$ cat src/rtl/stk_seq_ctrl.sv
// Stack-machine instruction sequencer: fetch/decode, one-at-a-time dispatch to the
// push/pop and ALU units with a bounded fin wait, local JMP/JZ/HALT, sticky error.
module stk_seq_ctrl #(
  parameter int ADDR_LEN = 8,
  parameter int DATA_LEN = 8,
  parameter int TIMEOUT  = 15
) (
  input  logic                  clk,
  input  logic                  rstn,
  input  logic                  start,
  output logic [ADDR_LEN-1:0]   instr_addr,
  output logic                  instr_rd,
  input  logic [DATA_LEN+3:0]   instr_data,
  output logic [3:0]            control_bus,
  output logic [DATA_LEN-1:0]   addr_const,
  output logic                  wbpb_en,
  input  logic                  wbpb_fin,
  output logic                  alu_en,
  input  logic                  alu_fin,
  input  logic                  zero_flag,
  output logic                  busy,
  output logic                  halted,
  output logic                  error
);

  typedef enum logic [2:0] {
    S_IDLE, S_FETCH, S_DECODE, S_EXEC, S_WAIT, S_HALT, S_ERR
  } state_t;

  localparam int CW = $clog2(TIMEOUT + 1);

  localparam logic [3:0] OP_JMP  = 4'd8;
  localparam logic [3:0] OP_JZ   = 4'd9;
  localparam logic [3:0] OP_HALT = 4'd15;

  state_t              state, nxt;
  logic [ADDR_LEN-1:0] pc;
  logic [DATA_LEN+3:0] ir;
  logic [CW-1:0]       cnt;

  logic [3:0]          d_opc;
  logic [ADDR_LEN-1:0] d_tgt;
  logic                fin_hit;
  logic                timed_out;

  assign d_opc      = instr_data[DATA_LEN+3:DATA_LEN];
  assign d_tgt      = ADDR_LEN'(instr_data[DATA_LEN-1:0]);
  // Only the unit that owns the in-flight opcode may complete it.
  assign fin_hit    = (ir[DATA_LEN+3:DATA_LEN] < 4'd3) ? wbpb_fin : alu_fin;
  assign timed_out  = (cnt == CW'(TIMEOUT - 1));
  assign instr_addr = pc;
  assign addr_const = ir[DATA_LEN-1:0];

  always_comb begin
    nxt = state;
    case (state)
      S_IDLE:   if (start) nxt = S_FETCH;
      S_FETCH:  nxt = S_DECODE;
      S_DECODE: begin
        if (d_opc < 4'd8)                          nxt = S_EXEC;
        else if (d_opc == OP_JMP || d_opc == OP_JZ) nxt = S_FETCH;
        else if (d_opc == OP_HALT)                 nxt = S_HALT;
        else                                       nxt = S_ERR;
      end
      S_EXEC:   nxt = S_WAIT;
      S_WAIT: begin
        if (fin_hit)        nxt = S_FETCH;
        else if (timed_out) nxt = S_ERR;
      end
      S_HALT:   if (start) nxt = S_FETCH;
      default:  nxt = state;
    endcase
  end

  // Status/strobe outputs are registered from the next state so they line up with it.
  always_ff @(posedge clk or negedge rstn) begin
    if (!rstn) begin
      state       <= S_IDLE;
      pc          <= '0;
      ir          <= '0;
      cnt         <= '0;
      control_bus <= '0;
      instr_rd    <= 1'b0;
      wbpb_en     <= 1'b0;
      alu_en      <= 1'b0;
      busy        <= 1'b0;
      halted      <= 1'b0;
      error       <= 1'b0;
    end else begin
      state    <= nxt;
      instr_rd <= (nxt == S_FETCH);
      busy     <= nxt inside {S_FETCH, S_DECODE, S_EXEC, S_WAIT};
      halted   <= (nxt == S_HALT);
      error    <= (nxt == S_ERR);
      wbpb_en  <= (nxt == S_EXEC) && (d_opc <  4'd3);
      alu_en   <= (nxt == S_EXEC) && (d_opc >= 4'd3);
      case (state)
        S_IDLE, S_HALT: if (start) pc <= '0;
        S_DECODE: begin
          ir <= instr_data;
          if (d_opc < 4'd8)        control_bus <= d_opc;
          else if (d_opc == OP_JMP) pc <= d_tgt;
          else if (d_opc == OP_JZ)  pc <= zero_flag ? d_tgt : pc + ADDR_LEN'(1);
        end
        S_EXEC: cnt <= '0;
        S_WAIT: begin
          if (fin_hit) begin
            pc          <= pc + ADDR_LEN'(1);
            control_bus <= '0;
          end else begin
            cnt <= cnt + CW'(1);
          end
        end
        default: ;
      endcase
    end
  end

endmodule
$ cat config.mk
export PLATFORM = sky130hd
export DESIGN_NAME = stk_seq_ctrl
export DESIGN_NICKNAME = d
export VERILOG_FILES = /design/src/rtl/stk_seq_ctrl.sv
export SDC_FILE = /design/constraint.sdc
export NUM_CORES = 1
export LEC_CHECK = 0
export CORE_MARGIN = 8
export CORE_UTILIZATION = 50
export CTS_CLUSTER_DIAMETER = 50
export DETAILED_ROUTE_END_ITERATION = 8
export GPL_TIMING_DRIVEN = 0
export PLACE_DENSITY = 0.79
export SETUP_SLACK_MARGIN = 0.1
export SYNTH_ARGS = -nofsm -noshare
export SYNTH_HDL_FRONTEND = slang
export SYNTH_SLANG_ARGS = --single-unit
$ cat constraint.sdc
create_clock -name clk -period 2.4 [get_ports clk]
set_clock_uncertainty 0.05 [all_clocks]
set_input_delay 0.48 -clock clk [delete_from_list [all_inputs] [get_ports clk]]
set_output_delay 0.48 -clock clk [all_outputs]
set_load 0.03 [all_outputs]
Word-level counts from Yosys, hierarchy flattened

Index checks and enable logic that the tools add are counted.

Output and inout bits: 26
Bits in read-only memories: 0
Bits in writable memories: 0
Bits in registers: 37
Input port bits: 18
Memories kept: 0
Logic and storage cells: 70
Bits in latches: 0

Multiply operators: 0
Reductions and logical operators: 12
Multiplexer cells: 20
Equal/unequal tests: 21
Magnitude comparators: 4
Shift-type cells: 0
Div/mod/pow operators: 0
Bitwise operators: 0
Add/subtract/negate cells: 2

Operators with widths:

| cell                | number |
|---|---|
| $mux 8              | 6 |
| $pmux 8 s3          | 1 |
| $eq 4x4->1 const B  | 4 |
| $pmux 4 s2          | 2 |
| $eq 3x3->1 const B  | 5 |
| $mux 3              | 5 |
| $pmux 3 s5          | 1 |
| $eq 3x2->1 const B  | 4 |
| $mux 4              | 3 |
| $add 8x1->8 const B | 1 |
| $lt 4x2->1 const B  | 2 |
| $ne 2x2->1 const B  | 4 |
| $eq 3x1->1 const B  | 2 |
| $reduce_and 5->1    | 1 |
| $add 4x1->4 const B | 1 |
| $ge 4x2->1 const B  | 1 |
| $lt 4x4->1 const B  | 1 |
| $reduce_bool 2->1   | 2 |
| $reduce_bool 4->1   | 1 |
| $logic_not 3->1     | 1 |
| $ne 3x3->1 const B  | 1 |
| $reduce_and 3->1    | 1 |
| $reduce_bool 3->1   | 1 |
| $logic_and 1x1->1   | 2 |
| other kinds (6)     | 6 |

Longest topological paths before layout

Gate-level depths: netlist of run 1.

Depth in word-level cells: 7
Gate-level depth with buffers: 8
Mapped depth without buffers: 8

Worst setup path after synthesis of run 1

OpenSTA, ideal clock, no wires.

Path type: register -> register
Start: reg ir[9]
End: reg pc[0] (netlist: instr_addr[0])
Clock period less this slack: 2,013 ps
Cell stages (with the launch flop): 7
Buffers on the path: 1
Required time: 2,256 ps
Path slack: 387 ps
Arrival: 1,869 ps
Setup time: 94 ps
Cell sequence: dfrtp_1 > a211oi_2 > mux2_2 > a221o_1 > buf_4 > nor4b_2 > a211oi_1

Word-level cells in the longest chain between the ends: 4

RTL lines:

| element                           | RTL line | source |
|---|---|---|
| start, declared                   | 38       | `logic [DATA_LEN+3:0] ir;` |
| start signal, assigned            | 100      | `ir <= instr_data;` |
| $lt 4x2->1                        | 49       | `assign fin_hit = (ir[DATA_LEN+3:DATA_LEN] < 4'd3) ? wbpb_fin : alu_fin;` |
| $mux 1                            | 49       |  |
| $ne 2x2->1 (no source line)       | --       |  |
| $reduce_and 5->1 (no source line) | --       |  |
| end signal, assigned              | 102      | `else if (d_opc == OP_JMP) pc <= d_tgt;` |
| end signal, assigned              | 103      | `else if (d_opc == OP_JZ) pc <= zero_flag ? d_tgt : pc + ADDR_LEN'(1);` |
| end signal, assigned              | 108      | `pc <= pc + ADDR_LEN'(1);` |
| end, declared                     | 37       | `logic [ADDR_LEN-1:0] pc;` |

Every way passes these cells.
A chain may end at the register's enable or synchronous reset.

Worst setup path in the final report of run 1

Start: reg ir[9]
End: reg pc[1] (netlist: instr_addr[1])

Same word-level chain as after synthesis.

==> results of run 1 <==
-- sequential cells by signal, indices dropped and copies added, names as in the netlist --
| signal | cells |
|---|---|
| ir | 12 |
| instr_addr | 8 |
| cnt | 4 |
| control_bus | 4 |
| state | 3 |
| alu_en | 1 |
| busy | 1 |
| error | 1 |
| halted | 1 |
| instr_rd | 1 |
| wbpb_en | 1 |
-- synthesized netlist by cell type (2+ instances only) --
library cell and instances:
a211oi_1 4, a21oi_1 6, a22o_1 3, a22oi_1 2
a31oi_1 2, and3_1 4, and4_1 2, buf_2 5
buf_4 9, clkbuf_1 3, dfrtp_1 37, ha_1 3
inv_1 5, mux2_2 5, mux2i_1 4, nand2_1 40
nand2b_1 2, nand3_1 8, nand4_1 3, nor2_1 14
nor3_1 3, nor3b_1 2, o21a_1 2, o21ai_0 14
o21bai_1 3, o2bb2ai_1 2, or3_1 2, xnor2_1 3
-- cell type report --
cell class	instances	area, um^2
plain buffers	17	104
well taps	50	62.6
multi-input cells	150	948
inverters	7	28.8
repair buffers	46	453
flip-flops and latches	37	926
clock inverters	1	30.0
fillers	329	1270
clock buffers	7	86.3
-- power by group through the flow --
stage          clock [mW]  sequential [mW]  combinational, mW
2_1_floorplan           0             1.20               1.21
3_3_place_gp            0             1.04               1.95
3_5_place_dp            0             1.05               1.99
4_1_cts             0.567             1.04               2.01
5_1_grt             0.600             1.08               2.23
6_report            0.554             1.04               2.07
-- worst paths after layout --
| kind | startpoint | to | slack (ps) |
|---|---|---|---|
| setup / recovery | ir[9] | instr_addr[1] | 190 |
| hold reg to reg | ir[2] | ir[2] | 430 |
| hold / removal | rstn | cnt[0] | 240 |
| max in group asynchronous | rstn | ir[3] | 1530 |
| min in group clk | ir[2] | ir[2] | 430 |
| setup reg to reg | ir[9] | instr_addr[1] | 190 |
-- worst max-delay path, stage by stage (launching register included) --
cell and delay [ps]:
dfrtp_1 400, a211oi_2 330, mux2_2 430, a211o_1 270, buf_2 190, nand3_4 100, inv_4 60, mux2_2 270
-- layer usage --
metal / up-vias / global-route usage / wire, um
li1: 841 / - / -
met1: 829 / 0.205 / 2150
met2: 53 / 0.267 / 2350
met3: 8 / 0.0440 / 286
met4: 0 / 0.0481 / 72
met5: - / 0 / 0
-- what timing repair did --
action,in CTS,in global routing
pin swaps,1,1
endpoints found under the setup margin,4,11
gates resized for setup,0,5
cloned,0,0
buffers inserted,0,3
-- metrics by stage --
stage | hold slack [ps] | utilization | setup WS, ps
CTS | 252 | 0.664 | 104
global route | 292 | 0.674 | 104
floorplan | 134 | - | 387
global placement | 409 | 0.636 | -206
finish | 240 | 0.674 | 191
detailed placement | 424 | 0.634 | -209
-- kinds of logic after synthesis --
logic type	synth area share
AO/OA/AOI/OAI	0.164
XOR/XNOR	0.0132
adder cells (fa/ha/maj)	0.0188
buffers and inverters	0.0665
flip-flops	0.464
multiplexers	0.0483
AND/OR/NAND/NOR	0.225
==> results_dict.tcl, run 1 <==
set metrics [dict create \
    path_max_fanout 9 \
    ys.flop_type "dfrtp_1" \
    numCtsBuffers 5 \
    fmax_mhz 453 \
    p_int_mw 2.09 \
    clkPwrFrac 0.151 \
    top_level_ports 44 \
    cp-start-kind "flip-flop" \
    swShare 0.430 \
    hold_viol 0 \
    status "completed" \
    instances_no_fill 315 \
    syn-instance-count 211 \
    drive_gt1_frac 0.162 \
    slew_violations 0 \
    hold_buffers 0 \
    worst_pin_slew_ps 830 \
    core_um2 3910 \
    num_antenna_cells 0 \
    drc 0 \
    nNetsFinal 285 \
    vias 1731 \
    ys_ff_latch 37 \
    cts-root-buf "clkbuf_8" \
    die_area_um2 6270 \
    r2r_cells 7 \
    dp_hpwl_mm 3.56 \
    area_growth_pct 32.3 \
    yosysWarnings 0 \
    clk_latency_ps 290 \
    grt_pass1_wl_mm 8.20 \
    dpl_cell_area_um2 2480 \
    p_leak_nw 1.19 \
    critPathArrivalTime_ps 2340 \
    synth.largest_area_cell "dfrtp_1" \
    async_flop_share 1.00 \
    synth_top_area_share 0.464 \
    end_kind "flip-flop" \
    syn_avg_cell_area_um2 9.45 \
    critPathRequiredTime_ps 2530 \
    cts_tree "done" \
    power_frac_seq 0.285 \
    antenna_left 0 \
    gp_congestion 0.837 \
    setup_viol 0 \
    ir_drop_v 0.000753 \
    dieWidth_um 79.2 \
    power_density_nw_per_um2 1390 \
    syn_area_um2 1990 \
    wire_per_inst_um 15.4 \
    cts_max_level 2 \
    synth_cell_types 47 \
    synth_fp_nets 232 \
    grt_max_degree 38 \
    grt_util_all_layers 0.163 \
    min_period_over_period 0.920 \
    dr.pass1.iters 4 \
    power_mw 3.67 \
    antenna_found_initial 0 \
    synth-edff-count 0 \
    cts_sinks 37 \
    rsz0062_at_grt "no" \
    numPortBuffers 43 \
    clk_transition_reported_paths_ps 80 \
    wl_mm 4.86 \
    placed_cells 304 \
    first_global_vias 1740 \
    drtIter0Drc 111 \
    cts_buffer_depth 2 \
    rows 23 \
    hold_path_class "in -> async" \
    synthTopCellsByArea "dfrtp_1 46%, nand2_1 7.5%, o21ai_0 3.5%" \
    design_area_um2 2640 \
    layout_common_cells "40 x nand2_1, 40 x clkdlybuf4s50_1, 37 x dfrtp_1, 14 x o21ai_0, 13 x nor2_1" \
    start_util 0.510 \
    maxCapViolations 0 \
    die_y_um 79.2 \
    finalCriticalPeriod_ps 2210 \
    overflow 0 \
    synth-seq-area-share 0.464 \
    tns_ps 0 \
    power_frac_comb 0.564 \
    worst_slew_margin_rel 0.447 \
    vias_per_cell 5.50 \
    path_class "reg -> reg" \
    p_switching_mw 1.58 \
]
Power figures use the tool's default switching activity.
==> run 2, diff against run 1 <==
--- a/config.mk
+++ b/config.mk
@@ -12,6 +12,7 @@
 export GPL_TIMING_DRIVEN = 0
 export PLACE_DENSITY = 0.79
 export SETUP_SLACK_MARGIN = 0.1
+export SLEW_MARGIN = 15
 export SYNTH_ARGS = -nofsm -noshare
 export SYNTH_HDL_FRONTEND = slang
 export SYNTH_SLANG_ARGS = --single-unit
==> run 2 against run 1 <==
Sequential power about the same. Non-clock buffer count increased by 1. Clock power decreased by 27%. First-iteration DRC count decreased by 23%. Critical path depth unchanged.
==> results_dict.tcl, run 2 (synthesized netlist as in run 1, its figures left out) <==
set metrics [dict create \
    cpMostUsedCell "mux2_2" \
    critical-path-slowest-cell "mux2_2" \
    grt_util_all_layers 0.163 \
    hold_path_class "in -> async" \
    numCtsBuffers 5 \
    dp_hpwl_mm 3.62 \
    end_kind "flip-flop" \
    num_antenna_cells 0 \
    regToRegEndpoint "instr_addr[1]" \
    cts_max_level 2 \
    cts_tree "done" \
    antenna_left 0 \
    critPathRequiredTime_ps 2530 \
    layout_common_cells "40 x nand2_1, 40 x clkdlybuf4s50_1, 37 x dfrtp_1, 14 x o21ai_0, 13 x nor2_1" \
    grt_pass1_wl_mm 8.06 \
    power_frac_seq 0.296 \
    wire_per_inst_um 15.4 \
    clk_latency_ps 290 \
    power_density_nw_per_um2 1340 \
    path_class "reg -> reg" \
    r2r_cells 7 \
    dpl_cell_area_um2 2510 \
    setup_viol 0 \
    power_frac_comb 0.589 \
    drive_gt1_frac 0.167 \
    overflow 0 \
    grt_max_degree 21 \
    utilization 0.672 \
    cts_buffer_depth 2 \
    finalCriticalPeriod_ps 2200 \
    design_area_um2 2630 \
    swShare 0.445 \
    top_register "ir" \
    largest_reg_flops 12 \
    vias_per_cell 5.53 \
    power_mw 3.52 \
    drc 0 \
    clk_transition_reported_paths_ps 70 \
    vias 1736 \
    antenna_found_initial 0 \
    cts-root-buf "clkbuf_8" \
    cp-startpoint "ir[9]" \
    ir_drop_v 0.000802 \
    worst_slew_margin_rel 0.646 \
    die_area_um2 6270 \
    die_y_um 79.2 \
    numPortBuffers 43 \
    cts_sinks 37 \
    area_growth_pct 31.8 \
    core_um2 3910 \
    path_max_fanout 9 \
    maxCapViolations 0 \
    worst_pin_slew_ps 527 \
    start_util 0.510 \
    rows 23 \
    drtIter0Drc 85 \
    top_level_ports 44 \
    slowest_delay_ps 430 \
    slew_violations 0 \
    p_leak_nw 1.19 \
    path_buf_inv 2 \
    crit_family "multiplexers" \
    dr.pass1.iters 4 \
    nNetsFinal 286 \
    fmax_mhz 454 \
    wl_mm 4.84 \
    dieWidth_um 79.2 \
    p_int_mw 1.95 \
    clkPwrFrac 0.115 \
    critPathArrivalTime_ps 2330 \
    hold_viol 0 \
    min_period_over_period 0.917 \
    first_global_vias 1717 \
    r2r_start "ir[9]" \
    rsz0062_at_grt "no" \
    reg2reg_setup_slack_ps 200 \
    status "completed" \
    cp-start-kind "flip-flop" \
    p_switching_mw 1.57 \
    gp_congestion 0.837 \
    path_cells "a211oi_2, mux2_2, a211o_1, buf_2, nand3_4, inv_4, mux2_2" \
]
run 2: changes by cell type in the layout (fill, tap and decap cells not counted):
cell,previous run,this run
nor3b_1,2,1
buf_16,0,1
nor3b_2,0,1
bufinv_16,1,0
clkinv_2,0,1
clkbuf_8,6,5
clkbuf_1,4,3
run 2: final cells by class:
class	instances	area (um^2)
Multi-Input combinational cell	150	953
Clock inverter	1	5.00
Fill cell	327	1280
Tap cell	50	62.6
Buffer	17	104
Sequential cell	37	926
Timing Repair Buffer	47	480
Inverter	7	28.8
Clock buffer	5	68.8
run 2: how the worst max path moves through the flow:
stage / end / cells after the start
finish: instr_addr[1] / 7
global route: instr_addr[1] / 7
CTS: instr_addr[1] / 7
detailed placement: instr_addr[1] / 7
global placement: instr_addr[7] / 7
floorplan: instr_addr[0] / 6
run 2: timing repair:
item / 4_1_cts / 5_1_grt
resized for setup: 0 / 6
hold buffers: 0 / 0
setup buffers: 0 / 3
setup endpoints to repair: 1 / 9
pin swaps: 1 / 1
run 2: power by group through the flow:
| stage | registers (mW) | logic, mW | clock network (mW) |
|---|---|---|---|
| after global placement | 1.04 | 1.95 | 0 |
| after floorplan | 1.20 | 1.21 | 0 |
| after detailed placement | 1.05 | 1.99 | 0 |
| final | 1.04 | 2.07 | 0.404 |
| after CTS | 1.04 | 2.01 | 0.412 |
| after global routing | 1.08 | 2.25 | 0.443 |
run 2: through the flow:
step / hold WS (ps) / setup TNS, ps / instances / setup WS [ps]
after floorplan: 134 / 0 / 211 / 387
after global placement: 409 / -2190 / 304 / -206
after detailed placement: 413 / -1640 / 305 / -222
after CTS: 104 / 0 / 311 / 116
after global routing: 122 / 0 / 314 / 107
final: 89.3 / 0 / 314 / 199
run 2: per-layer routing:
layer / global-route usage / vias up / wire (um)
li1: - / 851 / -
met2: 0.269 / 47 / 2380
met5: 0 / - / 0
met1: 0.194 / 832 / 2090
met3: 0.0519 / 6 / 315
met4: 0.0574 / 0 / 57
